### config.mk
export PLATFORM = sky130hd
export DESIGN_NAME = mouse_device_sm
export DESIGN_NICKNAME = d
export VERILOG_FILES = /design/src/rtl/mouse_device_sm.sv
export SDC_FILE = /design/constraint.sdc
export NUM_CORES = 1
export LEC_CHECK = 0
export CAP_MARGIN = 20
export CORE_MARGIN = 2
export CORE_UTILIZATION = 49
export CTS_CLUSTER_SIZE = 8
export DETAILED_ROUTE_END_ITERATION = 8
export GPL_TIMING_DRIVEN = 0
export PLACE_DENSITY = 0.77
export SYNTH_ARGS = -nofsm -noshare
export SYNTH_HDL_FRONTEND = slang
export SYNTH_SLANG_ARGS = --single-unit
### constraint.sdc
create_clock -name CLK -period 2.4 [get_ports CLK]
set_input_delay 0.36 -clock CLK [delete_from_list [all_inputs] [get_ports CLK]]
set_output_delay 0.36 -clock CLK [all_outputs]
set_load 0.03 [all_outputs]
### src/rtl/mouse_device_sm.sv
`default_nettype none
// ============================================================================
// Module   : mouse_device_sm
// Purpose  : Device-side PS/2 mouse responder: sends BAT, answers host
//            commands and streams 3-byte movement packets.
//            Optional MOUSE_DEV_SETRATE_EN adds the F3 set-sample-rate command.
// Revision : 1.0 - initial release
// ============================================================================
module mouse_device_sm #(
    parameter logic [15:0] BAT_DELAY  = 16'd49_999,
    parameter logic [15:0] TX_TIMEOUT = 16'd49_999
) (
    input  logic       CLK,
    input  logic       RESET,
    output logic       SEND_BYTE,
    output logic [7:0] BYTE_TO_SEND,
    input  logic       BYTE_SENT,
    output logic       READ_ENABLE,
    input  logic [7:0] BYTE_READ,
    input  logic [1:0] BYTE_ERROR_CODE,
    input  logic       BYTE_READY,
    input  logic       MOVE_VALID,
    input  logic [7:0] MOVE_STATUS,
    input  logic [7:0] MOVE_DX,
    input  logic [7:0] MOVE_DY,
    output logic       MOVE_ACCEPT,
    output logic       STREAM_EN,
    output logic [7:0] SAMPLE_RATE
);

    localparam logic [2:0] S_BAT_WAIT = 3'd0;
    localparam logic [2:0] S_IDLE     = 3'd1;
    localparam logic [2:0] S_TX_LOAD  = 3'd2;
    localparam logic [2:0] S_TX_WAIT  = 3'd3;
`ifdef MOUSE_DEV_SETRATE_EN
    localparam logic [2:0] S_WAIT_ARG = 3'd4;
`endif

    localparam logic [7:0] c_ACK       = 8'hFA;
    localparam logic [7:0] c_RESEND    = 8'hFE;
    localparam logic [7:0] c_BAT_OK    = 8'hAA;
    localparam logic [7:0] c_DEV_ID    = 8'h00;
    localparam logic [7:0] c_RATE_DFLT = 8'h64;

    logic [2:0]  r_state;
    logic [23:0] r_q_buf;
    logic [1:0]  r_q_cnt;
    logic [15:0] r_bat_cnt;
    logic [15:0] r_to_cnt;
    logic        r_send_byte;
    logic [7:0]  r_byte_to_send;
    logic        r_read_enable;
    logic        r_move_accept;
    logic        r_stream_en;
    logic [7:0]  r_sample_rate;
`ifdef MOUSE_DEV_SETRATE_EN
    logic        r_arg_pend;
    logic        w_arg_nxt;
`endif

    logic [23:0] w_rsp_buf;
    logic [1:0]  w_rsp_cnt;
    logic        w_stream_nxt;
    logic [7:0]  w_rate_nxt;

    assign SEND_BYTE    = r_send_byte;
    assign BYTE_TO_SEND = r_byte_to_send;
    assign READ_ENABLE  = r_read_enable;
    assign MOVE_ACCEPT  = r_move_accept;
    assign STREAM_EN    = r_stream_en;
    assign SAMPLE_RATE  = r_sample_rate;

    // Host command decode; a corrupted byte is never interpreted, only NAKed.
    always_comb begin
        w_rsp_buf    = {c_RESEND, 16'h0000};
        w_rsp_cnt    = 2'd1;
        w_stream_nxt = r_stream_en;
        w_rate_nxt   = r_sample_rate;
`ifdef MOUSE_DEV_SETRATE_EN
        w_arg_nxt    = 1'b0;
`endif
        if (BYTE_ERROR_CODE == 2'b00) begin
            case (BYTE_READ)
                8'hFF: begin
                    w_rsp_buf    = {c_ACK, c_BAT_OK, c_DEV_ID};
                    w_rsp_cnt    = 2'd3;
                    w_stream_nxt = 1'b0;
                    w_rate_nxt   = c_RATE_DFLT;
                end
                8'hF4: begin
                    w_rsp_buf    = {c_ACK, 16'h0000};
                    w_stream_nxt = 1'b1;
                end
                8'hF5: begin
                    w_rsp_buf    = {c_ACK, 16'h0000};
                    w_stream_nxt = 1'b0;
                end
                8'hF2: begin
                    w_rsp_buf = {c_ACK, c_DEV_ID, 8'h00};
                    w_rsp_cnt = 2'd2;
                end
`ifdef MOUSE_DEV_SETRATE_EN
                8'hF3: begin
                    w_rsp_buf = {c_ACK, 16'h0000};
                    w_arg_nxt = 1'b1;
                end
`endif
                default: begin
                    w_rsp_buf = {c_RESEND, 16'h0000};
                end
            endcase
        end
    end

    always_ff @(posedge CLK or negedge RESET) begin
        if (!RESET) begin
            r_state        <= S_BAT_WAIT;
            r_q_buf        <= 24'h000000;
            r_q_cnt        <= 2'd0;
            r_bat_cnt      <= 16'd0;
            r_to_cnt       <= 16'd0;
            r_send_byte    <= 1'b0;
            r_byte_to_send <= 8'h00;
            r_read_enable  <= 1'b0;
            r_move_accept  <= 1'b0;
            r_stream_en    <= 1'b0;
            r_sample_rate  <= c_RATE_DFLT;
`ifdef MOUSE_DEV_SETRATE_EN
            r_arg_pend     <= 1'b0;
`endif
        end else begin
            r_send_byte   <= 1'b0;
            r_move_accept <= 1'b0;
            case (r_state)
                S_BAT_WAIT: begin
                    if (r_bat_cnt == BAT_DELAY) begin
                        r_q_buf <= {c_BAT_OK, c_DEV_ID, 8'h00};
                        r_q_cnt <= 2'd2;
                        r_state <= S_TX_LOAD;
                    end else begin
                        r_bat_cnt <= r_bat_cnt + 16'd1;
                    end
                end
                S_IDLE: begin
                    if (BYTE_READY) begin
                        r_q_buf       <= w_rsp_buf;
                        r_q_cnt       <= w_rsp_cnt;
                        r_stream_en   <= w_stream_nxt;
                        r_sample_rate <= w_rate_nxt;
`ifdef MOUSE_DEV_SETRATE_EN
                        r_arg_pend    <= w_arg_nxt;
`endif
                        r_read_enable <= 1'b0;
                        r_state       <= S_TX_LOAD;
                    end else if (r_stream_en && MOVE_VALID) begin
                        // Bit 3 of the status byte is always set in PS/2 packets.
                        r_q_buf       <= {MOVE_STATUS | 8'h08, MOVE_DX, MOVE_DY};
                        r_q_cnt       <= 2'd3;
                        r_move_accept <= 1'b1;
                        r_read_enable <= 1'b0;
                        r_state       <= S_TX_LOAD;
                    end
                end
                S_TX_LOAD: begin
                    r_byte_to_send <= r_q_buf[23:16];
                    r_send_byte    <= 1'b1;
                    r_to_cnt       <= 16'd0;
                    r_state        <= S_TX_WAIT;
                end
                S_TX_WAIT: begin
                    if (BYTE_SENT) begin
                        r_q_buf <= {r_q_buf[15:0], 8'h00};
                        r_q_cnt <= r_q_cnt - 2'd1;
                        if (r_q_cnt == 2'd1) begin
                            r_read_enable <= 1'b1;
`ifdef MOUSE_DEV_SETRATE_EN
                            r_state       <= r_arg_pend ? S_WAIT_ARG : S_IDLE;
`else
                            r_state       <= S_IDLE;
`endif
                        end else begin
                            r_state <= S_TX_LOAD;
                        end
                    end else if (r_to_cnt == TX_TIMEOUT) begin
                        r_q_buf       <= 24'h000000;
                        r_q_cnt       <= 2'd0;
                        r_read_enable <= 1'b1;
                        r_state       <= S_IDLE;
`ifdef MOUSE_DEV_SETRATE_EN
                        r_arg_pend    <= 1'b0;
`endif
                    end else begin
                        r_to_cnt <= r_to_cnt + 16'd1;
                    end
                end
`ifdef MOUSE_DEV_SETRATE_EN
                S_WAIT_ARG: begin
                    if (BYTE_READY) begin
                        if (BYTE_ERROR_CODE == 2'b00) begin
                            r_sample_rate <= BYTE_READ;
                            r_q_buf       <= {c_ACK, 16'h0000};
                        end else begin
                            r_q_buf       <= {c_RESEND, 16'h0000};
                        end
                        r_q_cnt       <= 2'd1;
                        r_arg_pend    <= 1'b0;
                        r_read_enable <= 1'b0;
                        r_state       <= S_TX_LOAD;
                    end
                end
`endif
                default: begin
                    r_read_enable <= 1'b1;
                    r_state       <= S_IDLE;
                end
            endcase
        end
    end

endmodule
`default_nettype wire

== Yosys cells after proc, flatten, opt, wreduce, memory -nomap -nowiden ==
Cells that the tools add are included.

* Flip-flop bits (word level): 73
* Bits of input ports: 39
* Output and inout bits: 20
* Logic and storage cells: 83

* $add $sub $neg: 3
* Equal/unequal tests: 16
* Mux-type cells: 37
* Bitwise gates (word level): 2
* Reduce and logical (&&, ||, !) cells: 15

{| class="wikitable"
|+ Operator list
! kind !! count
|-
| $mux 24 || 6
|-
| $pmux 24 s3 || 1
|-
| $pmux 19 s2 || 1
|-
| $add 16x1->16 const B || 2
|-
| $eq 16x16->1 const B || 2
|-
| $eq 8x8->1 const B || 4
|-
| $mux 16 || 2
|-
| $pmux 16 s2 || 1
|-
| $mux 3 || 5
|-
| $mux 2 || 7
|-
| $pmux 3 s4 || 1
|-
| $reduce_and 4->1 || 3
|-
| $mux 1 || 9
|-
| $ne 3x3->1 const B || 3
|-
| $eq 3x2->1 const B || 2
|-
| $ne 2x2->1 const B || 3
|-
| $pmux 2 s3 || 1
|-
| $reduce_and 3->1 || 2
|-
| $pmux 2 s2 || 1
|-
| $reduce_bool 2->1 || 2
|-
| $reduce_or 2->1 || 2
|-
| $eq 3x1->1 const B || 1
|-
| $logic_not 3->1 || 1
|-
| $pmux 1 s3 || 1
|-
| 9 further kinds || 10
|}

== Logic depth before layout (Yosys ltp) ==
Gate-level depths: netlist of run 1.

* Depth after elaboration: 6
* Gate-level depth with buffers: 7
* Depth with buffers taken out: 6

== Worst setup path after synthesis of run 1 ==
No wires, ideal clock.

* Path kind: flip-flop to flip-flop
* Start point: reg r_bat_cnt[11]
* End point: reg r_q_buf[9]
* Library setup time: 0.127 ns
* Arrival time: 2.147 ns
* Required time: 2.273 ns
* Slack: 0.126 ns
* Stages on the path, launching flop included: 7
* Path buffers: 2
* Clock period less this slack: 2.274 ns
* Cells stage by stage: dfrtp_1 -> or4_4 -> o41ai_4 -> o211a_1 -> buf_6 -> buf_12 -> mux2_1

* Word-level cells in the longest chain between the ends: 3

{| class="wikitable"
|+ Ends and longest elaborated chain
! element !! RTL line !! text
|-
| start: declaration || 48 || <nowiki>logic [15:0] r_bat_cnt;</nowiki>
|-
| start signal: assignment || 141 || <nowiki>r_bat_cnt <= r_bat_cnt + 16'd1;</nowiki>
|-
| $eq 16x16->1 || 136 || <nowiki>if (r_bat_cnt == BAT_DELAY) begin</nowiki>
|-
| $ne 2x2->1 (no source line) || n/a ||
|-
| $reduce_and 4->1 (no source line) || n/a ||
|-
| end signal: assignment || 137 || <nowiki>r_q_buf <= {c_BAT_OK, c_DEV_ID, 8'h00};</nowiki>
|-
| end signal: assignment || 146 || <nowiki>r_q_buf <= w_rsp_buf;</nowiki>
|-
| end signal: assignment || 157 || <nowiki>r_q_buf <= {MOVE_STATUS | 8'h08, MOVE_DX, MOVE_DY};</nowiki>
|-
| end: declaration || 46 || <nowiki>logic [23:0] r_q_buf;</nowiki>
|}

Every way passes these cells.
A chain may end at the register's enable or synchronous reset.

== Worst setup path in the final report of run 1 ==
* Start point: reg r_to_cnt[10]
* End point: reg r_q_buf[9]

* Word-level cells in the longest chain between the ends: 3

{| class="wikitable"
|+ Ends and longest elaborated chain
! element !! RTL line !! text
|-
| start: declaration || 49 || <nowiki>logic [15:0] r_to_cnt;</nowiki>
|-
| start signal: assignment || 193 || <nowiki>r_to_cnt <= r_to_cnt + 16'd1;</nowiki>
|-
| $eq 16x16->1 || 184 || <nowiki>end else if (r_to_cnt == TX_TIMEOUT) begin</nowiki>
|-
| $ne 3x3->1 (no source line) || n/a ||
|-
| $reduce_and 4->1 (no source line) || n/a ||
|-
| end signal: assignment || 146 ||
|-
| end signal: assignment || 157 ||
|-
| end signal: assignment || 172 || <nowiki>r_q_buf <= {r_q_buf[15:0], 8'h00};</nowiki>
|}

Every way passes these cells.

==> metrics, run 1 <==
run status completed; Clock Pin Slew Worst Setup and Hold Paths 0.08 ns; Post-synth EDFFs 0; RD Place Congestion 0.877; met3 wire length approximately 420 um; Synth area leaders dfrtp_1 47%, nand2_1 5.7%, xor2_1 2.8%; #FFs+latches synth about 70; VDD IR max 342 uV; final WL 8.84 mm; final setup margin 0.0685 ns; Slowest cell on crit path or4b_4; DP HPWL between 6 and 7 mm; Metal-1 WL 3.75 mm; initial antenna violation count 0; Setup-failing EPs final 0; Starting Density 49.9%; Clock Skews 0.00742 ns; Antenna Cells 0; Stages on worst setup path 6; Critical Path Source r_to_cnt[10]; non-filler cells, final around 570; ratio of cells with drive above 1 in the final layout between 10 and 15%; Worst R2R Start r_to_cnt[10]; Overflow after GRT 0; type of origin of the critical path flip-flop; area share of the largest cell type after synthesis 47.5%; pwr dens 515 nW/um^2; core area 7610 um^2; die area 8470 um^2; DRT iter0 DRCs 201; Crit Reg-Reg Endpoint r_q_buf[9]; critical path's largest stage delay 0.57 ns; clock buffer depth 2; # rows 32; Clock Tree Root clkbuf_8; crit-path cells or4b_4 > o41ai_4 > o211a_1 > buf_6 > buf_12 > mux2_1; library cells used by synthesis 57; Pleak 2.17 nW; Worst Hold Class in2async; total global-route track usage 22.5%; pre-CTS setup slack -0.103 ns; Final Cycle Share 97.1%; Buf/Inv on CP 2; post-route cell area 4780 um^2; Initial DRT Pass Iterations 6; crit path DAT 2.57 ns; critical path class reg2reg; metal2 WL approximately 4.4 mm; yosys warns 0; largest area contributor in the netlist dfrtp_1; Critical Path RT roughly 2.6 ns; CTS tree built; dpl cells between 500 and 600; syn_area_per_cell 9.76 um^2; highest metal used met4; Clock Latency Late Sink 0.35 ns; CP delay by family, top compound AO/OA/AOI/OAI gates; crit path max fanout 10; path depth of the worst reg2reg path 6; DRC violations left 0; FFs w/ async S/R, synth 100%; Final Hold Slack 0.443 ns; IO Pins between 50 and 60; Vias 3257; Worst Tran Pin Value 0.761 ns; Crit. End Element flip-flop; Post-DP Area 4440 um^2; WL/cell approximately 15 um; H-tree depth 3; pin count of the biggest net entering global routing 54; max-cap violation count 0; Syn Std Cell Area 3800 um^2; Primary FF master, synth dfrtp_1; vias in the first global route 3310; worst reg2reg setup slack 0.07 ns; crit path to r_q_buf[9]; Rel. slew slack 49.0%; post-synthesis sequential area ratio 47.5%; Routed Antenna Nets 0; total CTS buffers 9; Syn Inst Count roughly 390; Fill cells 658; DIE HEIGHT 92.0 um; vias per inst approximately 5.7; Die W 92.0 um; setup_tns 0 ns; Layout area overhead 25.9%; unrepaired setup endpoints after global routing no; first-pass GRT wire length 15.3 mm; Tmin final 2.33 ns; port bufs 47; Max Fclk 0.429 GHz; Slew Viols, Final 0; final hold vios 0; Final #Nets ~510; clk sinks 72
## worst min path at each step
stage	startpoint	endpoint
finish	RESET	r_bat_cnt[11]
CTS	RESET	r_bat_cnt[11]
floorplan	RESET	BYTE_TO_SEND[0]
global route	RESET	r_bat_cnt[11]
detailed placement	RESET	r_bat_cnt[11]
global placement	r_q_buf[16]	BYTE_TO_SEND[0]
## synth_stat cells (all sizes together) (2+ instances only)
cell     number
ha            3
o41ai         2
clkbuf       13
nor4          8
xor2         12
or4           9
nor3         13
xnor2         8
dfrtp        72
nand2b        2
a2bb2oi       5
inv          20
nor2b         2
o31ai         6
a21oi        15
or2           2
nor2         15
nor3b         3
and3b         2
buf          13
nand4b        2
conb          2
and4          2
a32o          2
o21ai        12
or3           2
mux2          7
nand3        16
a31oi         4
o2bb2ai       2
nand2        58
and3          8
nand3b        3
a22o          9
mux2i         9
nand4         9
or4b          3
## cells in the final DEF, fill, tap and decap left out, drive strengths merged, types with 3 or more instances in the layout
cell / count
a2bb2oi: 5
nor4: 8
nor3b: 3
nand3b: 3
nand4: 9
dfrtp: 72
clkdlybuf4s50: 46
a22o: 9
buf: 25
or4: 9
xnor2: 8
and3: 8
nand3: 16
nor2: 15
nor3: 13
o31ai: 6
xor2: 12
a21oi: 15
inv: 22
ha: 3
mux2i: 9
mux2: 7
o21ai: 12
conb: 8
or4b: 3
nand2: 58
clkbuf: 22
a31oi: 4
## worst register-to-register path, stage by stage (launching register included)
cell     delay (ns)
dfrtp_1        0.38
or4b_4         0.57
o41ai_4        0.43
o211a_1        0.26
buf_6          0.14
buf_12         0.14
mux2_1         0.32
## routing by layer
layer / vias to the layer above / global-route usage, %
met3: 23 / 4.85
met4: 0 / 10.2
met5: - / 0
li1: 1541 / -
met2: 92 / 37.8
met1: 1601 / 27.8
## area by class of cell
class | instances | area [um^2] | area share, %
clock inverter | 7 | 103 | 2.15
multi-input combinational | 277 | 1810 | 37.8
clock buffer | 9 | 124 | 2.59
inverter | 20 | 75.1 | 1.57
tap | 102 | 128 | 2.67
buffer | 26 | 160 | 3.35
sequential | 72 | 1800 | 37.7
timing repair buffer | 59 | 581 | 12.1
## cells by family after synthesis
family | Yosys count | synth area share [%]
other | 2 | 0.198
xor gates and xnor gates | 20 | 4.61
buffers and inverters | 46 | 6.20
DFF | 72 | 47.5
muxes | 16 | 4.45
AOI/OAI and AO/OA | 68 | 13.7
adders and majority gates | 3 | 0.989
and+or+nand+nor | 162 | 22.4
## registers in the layout, indices dropped and copies added (netlist names)
register,flops
STREAM_EN,1
MOVE_ACCEPT,1
r_bat_cnt,16
READ_ENABLE,1
BYTE_TO_SEND,8
r_q_cnt,2
SEND_BYTE,1
r_state,2
r_to_cnt,16
r_q_buf,24
## report_power, final
part           switching (mW)  internal, mW
clock                   0.492         0.596
combinational          0.0762        0.0788
sequential            0.00289          1.22
## metrics by stage
stage / utilization (%) / power [mW]
floorplan: - / 1.30
global placement: 58.1 / 1.39
detailed placement: 58.4 / 1.40
CTS: 61.9 / 2.48
global route: 62.8 / 2.56
finish: 62.8 / 2.46
## timing repair
action                                 4_1_cts  5_1_grt
buffers inserted                             3        7
hold buffers                                 1        0
endpoints found under the hold margin       19        0
setup endpoints to repair                    7       12
resized for setup                            1        5
pin swaps                                    2        2
(Power assumes the default switching activity.)
==> run 2: changes to the inputs <==
==> constraint.sdc (replaced) <==
create_clock -name CLK -period 2.4 [get_ports CLK]
set_input_delay 0.36 -clock CLK [delete_from_list [all_inputs] [get_ports CLK]]
set_output_delay 0.36 -clock CLK [all_outputs]
set_load 0.01 [all_outputs]
==> results of run 2 <==
Same layout as run 1 (identical final DEF). Status: completed.
Among the figures that moved: total power 2.46 mW -> 2.45 mW
